### config.mk
export PLATFORM = sky130hd
export DESIGN_NAME = aes_spi_master
export DESIGN_NICKNAME = d
export VERILOG_FILES = /design/src/rtl/aes_spi_master.sv
export SDC_FILE = /design/constraint.sdc
export NUM_CORES = 1
export LEC_CHECK = 0
export CAP_MARGIN = 5
export CELL_PAD_IN_SITES_DETAIL_PLACEMENT = 1
export CELL_PAD_IN_SITES_GLOBAL_PLACEMENT = 1
export CORE_MARGIN = 2
export CORE_UTILIZATION = 35
export CTS_CLUSTER_DIAMETER = 50
export DETAILED_ROUTE_END_ITERATION = 8
export GPL_ROUTABILITY_DRIVEN = 0
export PLACE_DENSITY_LB_ADDON = 0.1
export SLEW_MARGIN = 20
export SYNTH_ARGS = -nofsm -noshare
export SYNTH_HDL_FRONTEND = slang
export SYNTH_SLANG_ARGS = --single-unit
### constraint.sdc
create_clock -name clk -period 2.2 [get_ports clk]
set_clock_uncertainty 0.15 [all_clocks]
set_input_delay 0.33 -clock clk [delete_from_list [all_inputs] [get_ports clk]]
set_output_delay 0.33 -clock clk [all_outputs]
set_load 0.05 [all_outputs]
### src/rtl/aes_spi_master.sv
// aes_spi_master: shifts a 128-bit block then an Nk-word key LSB-first onto SIMO, waits TURN
// cycles, then captures a 128-bit result from SOMI. Define AES_SPI_MASTER_SS_EN to add ss_n.
module aes_spi_master #(
    parameter int Nk   = 4,
    parameter int TURN = 2
) (
    input  logic             clk,
    input  logic             rst_n,
    input  logic             start,
    input  logic             mode_in,
    input  logic [127:0]     msg_in,
    input  logic [Nk*32-1:0] key_in,
    output logic             SIMO,
    output logic             mode,
    input  logic             SOMI,
    output logic [127:0]     result,
    output logic             busy,
    output logic             done
`ifdef AES_SPI_MASTER_SS_EN
    ,
    output logic             ss_n
`endif
);
    localparam int         KB       = Nk * 32;
    localparam logic [7:0] KEY_LAST = 8'(KB - 1);
    localparam logic [7:0] GAP_LAST = 8'((TURN > 0) ? TURN - 1 : 0);

    typedef enum logic [2:0] {IDLE, MSG, KEY, GAP, RX, DONE} state_t;

    state_t        state_q, state_d;
    logic [7:0]    cnt_q, cnt_d;
    logic [127:0]  msg_q, msg_d;
    logic [KB-1:0] key_q, key_d;
    logic          simo_q, simo_d;
    logic          mode_q, mode_d;
    logic [127:0]  result_q, result_d;
`ifdef AES_SPI_MASTER_SS_EN
    logic          ss_n_q, ss_n_d;
`endif

    always_ff @(posedge clk or negedge rst_n) begin
        if (!rst_n) begin
            state_q  <= IDLE;
            cnt_q    <= '0;
            msg_q    <= '0;
            key_q    <= '0;
            simo_q   <= 1'b0;
            mode_q   <= 1'b0;
            result_q <= '0;
`ifdef AES_SPI_MASTER_SS_EN
            ss_n_q   <= 1'b1;
`endif
        end else begin
            state_q  <= state_d;
            cnt_q    <= cnt_d;
            msg_q    <= msg_d;
            key_q    <= key_d;
            simo_q   <= simo_d;
            mode_q   <= mode_d;
            result_q <= result_d;
`ifdef AES_SPI_MASTER_SS_EN
            ss_n_q   <= ss_n_d;
`endif
        end
    end

    // SIMO is registered one bit ahead: each edge loads the bit for the coming cycle,
    // so the shift registers always hold the next bit to send in bit 0.
    always_comb begin
        state_d  = state_q;
        cnt_d    = cnt_q;
        msg_d    = msg_q;
        key_d    = key_q;
        simo_d   = simo_q;
        mode_d   = mode_q;
        result_d = result_q;
        case (state_q)
            IDLE: begin
                if (start) begin
                    simo_d  = msg_in[0];
                    msg_d   = msg_in >> 1;
                    key_d   = key_in;
                    mode_d  = mode_in;
                    cnt_d   = '0;
                    state_d = MSG;
                end
            end
            MSG: begin
                if (cnt_q == 8'd127) begin
                    simo_d  = key_q[0];
                    key_d   = key_q >> 1;
                    cnt_d   = '0;
                    state_d = KEY;
                end else begin
                    simo_d = msg_q[0];
                    msg_d  = msg_q >> 1;
                    cnt_d  = cnt_q + 8'd1;
                end
            end
            KEY: begin
                if (cnt_q == KEY_LAST) begin
                    simo_d  = 1'b0;
                    cnt_d   = '0;
                    state_d = (TURN == 0) ? RX : GAP;
                end else begin
                    simo_d = key_q[0];
                    key_d  = key_q >> 1;
                    cnt_d  = cnt_q + 8'd1;
                end
            end
            GAP: begin
                if (cnt_q == GAP_LAST) begin
                    cnt_d   = '0;
                    state_d = RX;
                end else begin
                    cnt_d = cnt_q + 8'd1;
                end
            end
            RX: begin
                result_d = {SOMI, result_q[127:1]};
                if (cnt_q == 8'd127) begin
                    cnt_d   = '0;
                    state_d = DONE;
                end else begin
                    cnt_d = cnt_q + 8'd1;
                end
            end
            DONE:    state_d = IDLE;
            default: state_d = IDLE;
        endcase
`ifdef AES_SPI_MASTER_SS_EN
        ss_n_d = !(state_d inside {MSG, KEY, GAP, RX});
`endif
    end

    assign SIMO   = simo_q;
    assign mode   = mode_q;
    assign result = result_q;
    assign busy   = state_q inside {MSG, KEY, GAP, RX};
    assign done   = (state_q == DONE);
`ifdef AES_SPI_MASTER_SS_EN
    assign ss_n   = ss_n_q;
`endif

endmodule

==> reports/qor.yml, run 1 <==
run_status:
  status: "finished, violations left"
  violations: "negative setup slack"
floorplanning:
  start_util_pct: 35.30
  core_area_mm2: 0.04865
  rows: 81
  io_pins: 393
  die_area_mm2: 0.05086
  die_x_um: 225.5
  die_y_um: 225.5
sta:
  finalSetupViolations: 28
  fmax_mhz: 430.4
  fin_hold_ws_ns: 0.08888
  slew_violations: 0
  worstMarginPinSlew_ns: 0.6121
  timing.final.crit_period_ns: 2.324
  slew_headroom_pct: 59.19
  fin_setup_tns_ns: -0.6575
  finalCritPeriodShare_pct: 105.6
  worst_slack_ns: -0.1236
  hold_viol_final: 0
  grt_setup_unrepaired: "true"
synth:
  synth.area.mux_share_pct: 15.98
  synth_flop_cell: "dfrtp_1"
  postSynthCellCount: 1615
  synth_nets: 1878
  synth.distinct_cells: 46
  yosys.area_share.simple_pct: 12.65
  synth-compound-area-share_pct: 9.435
  seq_area_frac_synth_pct: 57.70
  ys_ff_latch: 396
  yosys_warnings: 0
  synth_area_per_cell_um2: 10.63
  synth_edf_count: 0
  async_flop_share_pct: 100.0
  synth_top_family_by_area: "multiplexers"
  synth_adder_area_share_pct: 0.1457
  synth_area_mm2: 0.01717
  synthXorXnorAreaFrac_pct: 0.1020
route:
  first_pass_iters: 6
  drtIter0Drc: 613
  vias: 13706
  routedWlPerCell_um: 19.15
  drtAntennaViolNets: 0
  drt_drc_violations_left: 0
  routed_wl_um: 52190
  viasPerCell: 5.030
pwr:
  vdd_drop_max_mv: 0.5475
  power_density_mw_per_mm2: 672.9
  fin_total_pwr_w: 0.01691
  p_leak_nw: 12.42
critical_path:
  crit_required_ns: 1.72
  cp-end-kind: "output port"
  start_kind: "flip-flop"
  cp_max_fo: 3
  critical_path_class: "flip-flop to output port"
  arrival_ns: 1.84
  reg2reg_slack_ns: -0.04
clocking:
  numCtsBuffers: 52
  cts_buffer_depth: 3
  root_buffer: "clkbuf_16"
  tritoncts: "done"
  clock-sinks: 396
  htree_levels: 2
  clock_latency_ns: 0.59
  cts.clk_slew.worst_paths_ns: 0.06
run:
  cap_violations: 0
cells_and_area:
  syn2layout_area_growth_pct: 46.36
  num-fill-cells: 5236
  stdcell_count: 2725
  fin_nets: 2324
  final_layout_size_suffix_gt1_share_pct: 21.68
  diodes: 0
placed_design:
  post-place-ws_ns: -0.09003
  io_buffers: 392
  hpwl_um: 33910
  dp.cells: 2582
grt:
  grt_remaining_overflow: 0
  grt_pass1_vias: 14419
  antenna_found_initial: 4
  grt.total_usage_pct: 19.22
  grt_pass1_wl_um: 77710
  grt_max_degree: 128
min_path:
  hold_class: "input port to asynchronous set/reset pin"
==> where the power goes <==
part / internal, W / total, W / switching, W
sequential: 0.00744 / 0.00755 / 0.000110
combinational: 0.000610 / 0.00103 / 0.000424
clock: 0.00496 / 0.00833 / 0.00338
==> kinds of logic (layout without fill, tap and decap cells) <==
group / count (synthesis) / after routing
fa+ha+maj: 2 / 2
simple gates: 553 / 553
mux: 258 / 258
buf+inv: 120 / 608
flops: 396 / 396
compound gates: 284 / 284
xor+xnor: 2 / 2
==> timing repair <==
action	CTS	global route
hold buffers	1	0
setup endpoints to repair	279	194
gates cloned	2	19
setup buffers	8	20
resized for setup	149	153
hold endpoints to repair	298	0
pin swaps	2	9
==> synthesized netlist by cell type (2+ instances only) <==
| cell | instances | area share, % |
|---|---|---|
| clkbuf_1 | 21 | 0.46 |
| and2_1 | 2 | 0.073 |
| a21o_1 | 2 | 0.087 |
| mux2_2 | 129 | 8.5 |
| dfrtp_1 | 396 | 58 |
| a31oi_1 | 126 | 4.6 |
| buf_2 | 68 | 2.0 |
| ha_1 | 2 | 0.15 |
| mux2i_1 | 129 | 7.5 |
| nor4b_1 | 2 | 0.10 |
| nand2_1 | 261 | 5.7 |
| buf_6 | 13 | 0.85 |
| o21ai_0 | 8 | 0.23 |
| a21oi_1 | 132 | 3.8 |
| inv_1 | 3 | 0.066 |
| o21a_1 | 2 | 0.087 |
| o22ai_1 | 2 | 0.073 |
| nand3_1 | 8 | 0.23 |
| nor3_1 | 7 | 0.20 |
| nand2b_1 | 2 | 0.073 |
| and3_1 | 2 | 0.073 |
| buf_4 | 14 | 0.61 |
| o21ai_1 | 4 | 0.12 |
| nor2_1 | 258 | 5.6 |
==> flip-flops by register name, summed over array words and instances, names as in the netlist <==
signal and cells:
key_q 128, result 128, msg_q 127, cnt_q 8
state_q 3, SIMO 1, mode 1
==> critical path: stages (launching register included) <==
cell	delay (ns)
dfrtp_2	0.42
buf_8	0.13
or3_4	0.38
and2_4	0.18
buf_12	0.15
==> metal layers <==
metal | share of wire [%] | vias up | GRT usage, % | wire, um
li1 | - | 6461 | - | -
met1 | 42 | 6886 | 23.84 | 21940
met2 | 49 | 272 | 32.30 | 25770
met3 | 6.4 | 79 | 5.776 | 3325
met4 | 2.1 | 8 | 5.683 | 1096
met5 | 0.10 | - | 0 | 54
==> path summary, 6_finish.rpt <==
path                             start     endpoint  cells past startpoint
max in group asynchronous        rst_n   msg_q[103]                      4
min                              rst_n  result[110]                      2
min in group clk           msg_in[124]   msg_q[123]                      3
max reg2reg                   cnt_q[1]    key_q[49]                     11
min reg2reg                       SIMO         SIMO                      1
max                         state_q[1]         busy                      4
==> layout by cell type, fill, tap and decap left out, types with 10 or more instances in the layout <==
| cell type | n |
|---|---|
| mux2_2 | 129 |
| dlygate4sd2_1 | 128 |
| a21oi_1 | 83 |
| dfrtp_1 | 389 |
| clkbuf_8 | 10 |
| buf_12 | 39 |
| nor2_2 | 17 |
| clkbuf_16 | 66 |
| buf_4 | 46 |
| clkinv_2 | 10 |
| nor2_4 | 28 |
| clkdlybuf4s50_1 | 259 |
| mux2i_1 | 129 |
| nor2_1 | 214 |
| nand2_1 | 260 |
| a21oi_2 | 49 |
| a31oi_1 | 126 |
==> through the flow <==
stage	utilization (%)	area, um2
finish	51.67	25140
global route	51.67	25140
CTS	49.25	23960
detailed placement	45.60	22180
global placement	45.60	22180
floorplan	-	17170
==> area by class of cell <==
type                            count  area [um2]  share of cell area [%]
Timing Repair Buffer              508        5585                   22.22
Sequential cell                   396        9918                   39.46
Clock inverter                     27       246.5                  0.9806
Clock buffer                       69        1465                   5.829
Tap cell                          622       778.2                   3.096
Inverter                            4       15.01                 0.05973
Multi-Input combinational cell   1099        7127                   28.35
(Power assumes the default switching activity.)
==> inputs of run 2 (changes only) <==
Settings changed: CORE_ASPECT_RATIO set to 1.75.
==> reports/qor.yml, run 2 (same netlist as run 1, synthesis figures left out) <==
route:
  first_pass_iters: 4
  drtAntennaViolNets: 0
  vias: 13507
  routed_wl_um: 52050
  viasPerCell: 4.940
  drt_drc_violations_left: 0
  drtIter0Drc: 520
  routedWlPerCell_um: 19.04
critical_path:
  rr_startpoint: "state_q[0]"
  critical_path_class: "flip-flop to output port"
  slowest_stage: "dfrtp_1"
  cpMostUsedCell: "buf_12"
  crit_chain: "buf_12 -> or3_4 -> and2_4 -> buf_12"
  crit_required_ns: 1.72
  start_kind: "flip-flop"
  cp_max_fo: 4
  path_buf_inv: 2
  max_stage_delay_ns: 0.41
  rr_worst_depth: 12
  path_delay_family: "simple AND/OR/NAND/NOR gates"
  arrival_ns: 1.78
  reg2reg_slack_ns: 0
  cp-end-kind: "output port"
  r2r_end: "key_q[82]"
sta:
  worst_slack_ns: -0.05960
  timing.final.crit_period_ns: 2.260
  worstMarginPinSlew_ns: 0.5925
  finalCritPeriodShare_pct: 102.7
  fin_hold_ws_ns: 0.1574
  grt_setup_unrepaired: "true"
  slew_violations: 0
  hold_viol_final: 0
  slew_headroom_pct: 60.66
  finalSetupViolations: 1
  fmax_mhz: 442.6
clocking:
  cts_buffer_depth: 3
  clock_latency_ns: 0.55
  root_buffer: "clkbuf_16"
  tritoncts: "done"
  cts.clk_slew.worst_paths_ns: 0.07
  htree_levels: 2
  numCtsBuffers: 40
  clock-sinks: 396
cells_and_area:
  stdcell_count: 2734
  final_core_util_pct: 49.99
  layout_common_cells: "390 x dfrtp_1, 260 x nand2_1, 259 x clkdlybuf4s50_1"
  multi_input_area_mm2: 0.006703
  diodes: 0
  seqCellArea_mm2: 0.009917
  final_area_mm2: 0.02429
  final_common_cell: "dfrtp_1"
  syn2layout_area_growth_pct: 41.46
  num-fill-cells: 5307
  fin_nets: 2316
  final_layout_size_suffix_gt1_share_pct: 17.26
placed_design:
  placed_area_mm2: 0.02223
  io_buffers: 392
  post-place-ws_ns: -0.05981
  dp.cells: 2618
  hpwl_um: 35960
run:
  cap_violations: 0
grt:
  grt_util_met2_pct: 37.91
  antenna_found_initial: 1
  use_met3_pct: 4.537
  grt_pass1_vias: 14970
  use_met1_pct: 21.97
  grt.total_usage_pct: 20.17
  grt_max_degree: 128
  grt_busiest_layer: "met2"
  grt_pass1_wl_um: 81320
  grt_remaining_overflow: 0
floorplanning:
  rows: 107
  core_area_mm2: 0.04860
  die_x_um: 171.5
  die_y_um: 297.0
  start_util_pct: 35.34
  die_area_mm2: 0.05093
  io_pins: 393
min_path:
  hold_class: "input port to asynchronous set/reset pin"
pwr:
  vdd_drop_max_mv: 0.5439
  p_leak_nw: 12.15
  power_density_mw_per_mm2: 633.7
run_status:
  violations: "negative setup slack"
  status: "finished, violations left"
==> run 2: changes by cell type in the layout (fill, tap and decap cells not counted), sizes merged <==
cell          delta
clkinv           -3
bufbuf           +2
bufinv           +1
dlygate4sd2     -13
clkbuf          -24
inv              -5
clkinvlp         -5
buf             +23
dlymetal6s2s     +1
==> run 2: worst max path at each step <==
stage,start,to,slack (ns),cells after the start
finish,state_q[1],busy,-0.06,4
global route,state_q[0],busy,-0.12,4
CTS,state_q[1],busy,-0.11,4
detailed placement,start,key_q[18],-0.06,8
global placement,start,key_q[106],-0.003,8
floorplan,state_q[1],cnt_q[2],0.26,7
==> run 2: stage by stage <==
stage               setup TNS, ns  total power [W]
floorplan                       0         0.007840
detailed placement         -1.861         0.008613
global placement        -0.007961         0.008588
CTS                       -0.1063          0.01567
global route               -4.237          0.01601
finish                   -0.05960          0.01540
==> run 2: cell type report <==
cell class              count  area share (%)
flip-flops and latches    396           40.82
multi-input cells        1099           27.59
repair buffers            512           22.74
clock buffers              54           4.625
well taps                 654           3.368
clock inverters            15          0.7983
inverters                   4         0.06180
==> run 2: repair_timing <==
action,4_1_cts,5_1_grt
hold endpoints to repair,215,0
setup buffers,30,4
hold buffers,1,0
cloned,9,5
endpoints found under the setup margin,332,145
resized for setup,150,21
pin swaps,7,3
==> run 2: power breakdown <==
part | total [W] | internal (W) | switching (W)
registers | 0.00751 | 0.00743 | 0.0000826
clock network | 0.00693 | 0.00396 | 0.00297
logic | 0.000949 | 0.000570 | 0.000378
==> run 2: per-layer routing <==
metal,wire length (um),part of all wire (%),vias to the layer above
met2,28460,55,292
li1,-,-,6387
met4,1458,2.8,2
met1,19190,37,6751
met5,13,0.025,-
met3,2923,5.6,75
==> inputs of run 3 (changes only) <==
Settings changed: CELL_PAD_IN_SITES_DETAIL_PLACEMENT 1 to 0, CORE_UTILIZATION 35 to 31.
==> reports/qor.yml, run 3 (same netlist as run 1, synthesis figures left out) <==
pwr:
  p_leak_nw: 11.82
  fin_total_pwr_w: 0.01583
  power_density_mw_per_mm2: 665.6
  vdd_drop_max_mv: 0.5817
sta:
  finalCritPeriodShare_pct: 104.4
  fin_hold_ws_ns: 0.08938
  grt_setup_unrepaired: "true"
  fmax_mhz: 435.3
  timing.final.crit_period_ns: 2.297
  slew_violations: 0
  slew_headroom_pct: 60.26
  hold_viol_final: 0
  worst_slack_ns: -0.09725
  worstMarginPinSlew_ns: 0.5985
  finalSetupViolations: 1
cells_and_area:
  fin_nets: 2288
  final_common_cell: "dfrtp_1"
  final_layout_size_suffix_gt1_share_pct: 16.64
  final_core_util_pct: 43.20
  layout_common_cells: "393 x dfrtp_1, 261 x nand2_1, 259 x clkdlybuf4s50_1"
  num-fill-cells: 5334
  stdcell_count: 2751
  diodes: 0
  syn2layout_area_growth_pct: 38.48
run_status:
  violations: "negative setup slack"
  status: "finished, violations left"
critical_path:
  slowest_stage: "dfrtp_2"
  crit_chain: "buf_6 -> or3_4 -> and2_4 -> buf_12"
  cp-end-kind: "output port"
  path_delay_family: "simple AND/OR/NAND/NOR gates"
  path_buf_inv: 2
  arrival_ns: 1.82
  crit_required_ns: 1.72
  cp_max_fo: 7
  max_stage_delay_ns: 0.44
  critical_path_class: "flip-flop to output port"
  start_kind: "flip-flop"
clocking:
  root_buffer: "clkbuf_16"
  cts.clk_slew.worst_paths_ns: 0.06
  clock_latency_ns: 0.57
  tritoncts: "done"
  htree_levels: 2
  numCtsBuffers: 44
  cts_buffer_depth: 3
  clock-sinks: 396
floorplanning:
  start_util_pct: 31.19
  die_y_um: 315.4
  die_x_um: 181.9
  io_pins: 393
  die_area_mm2: 0.05737
  core_area_mm2: 0.05506
  rows: 114
route:
  top_layer: "met5"
  routedWlPerCell_um: 18.27
  drt_drc_violations_left: 0
  wl_met3_um: 3322
  vias: 13206
  viasPerCell: 4.800
  drtAntennaViolNets: 0
  routed_wl_um: 50250
  wl_met1_um: 19300
  drtIter0Drc: 622
  first_pass_iters: 5
  wl_met2_um: 25750
run:
  cap_violations: 0
grt:
  grt_pass1_wl_um: 77890
  grt.total_usage_pct: 17.23
  grt_pass1_vias: 13907
  antenna_found_initial: 4
  grt_remaining_overflow: 0
  grt_max_degree: 128
placed_design:
  dp.cells: 2659
  hpwl_um: 35800
  io_buffers: 392
min_path:
  hold_class: "input port to asynchronous set/reset pin"
run 3: worst paths after layout:
| check | from | end | slack, ns | depth (start not counted) |
|---|---|---|---|---|
| setup / recovery | state_q[1] | busy | -0.1 | 4 |
| min in group clk | msg_in[122] | msg_q[121] | 0.17 | 3 |
| hold reg to reg | SIMO | SIMO | 0.35 | 1 |
| setup reg to reg | cnt_q[0] | state_q[0] | 0.11 | 10 |
| max in group asynchronous | rst_n | msg_q[62] | 0.97 | 4 |
| hold / removal | rst_n | key_q[21] | 0.09 | 2 |
run 3: layout make-up:
cell class	instances	area [um2]	share of cell area [%]
Inverter	4	15.01	0.06313
Clock inverter	15	158.9	0.6681
Tap cell	696	870.8	3.662
Timing Repair Buffer	480	4900	20.60
Multi-Input combinational cell	1099	6656	27.99
Clock buffer	61	1266	5.324
Sequential cell	396	9916	41.69
run 3: per-stage QoR:
step	setup WS, ns	instance area (um2)	setup TNS [ns]
6_report	-0.09725	23780	-0.09725
5_1_grt	-0.1462	23780	-0.1551
4_1_cts	-0.1507	23620	-0.2411
3_5_place_dp	-0.04555	22240	-0.8279
3_3_place_gp	0.01213	22240	0
2_1_floorplan	0.2567	17170	0
run 3: routing by layer:
layer,global-route usage (%),vias to the layer above
met5,0,-
met4,6.562,8
met3,4.561,97
met2,31.22,337
met1,19.34,6411
li1,-,6353
run 3: power by group:
part / internal, W / total (W) / switching, W / leakage (nW)
combinational: 0.000571 / 0.000945 / 0.000374 / 6.25
clock: 0.00418 / 0.00737 / 0.00319 / 0.683
sequential: 0.00743 / 0.00751 / 0.0000802 / 4.89
total: 0.0122 / 0.0158 / 0.00365 / 11.8
run 3: repair_timing:
action,4_1_cts,5_1_grt
setup endpoints to repair,210,149
gates cloned,0,2
setup buffers,5,8
resized for setup,104,8
pin swaps,2,5
hold endpoints to repair,225,0
hold buffers,1,0
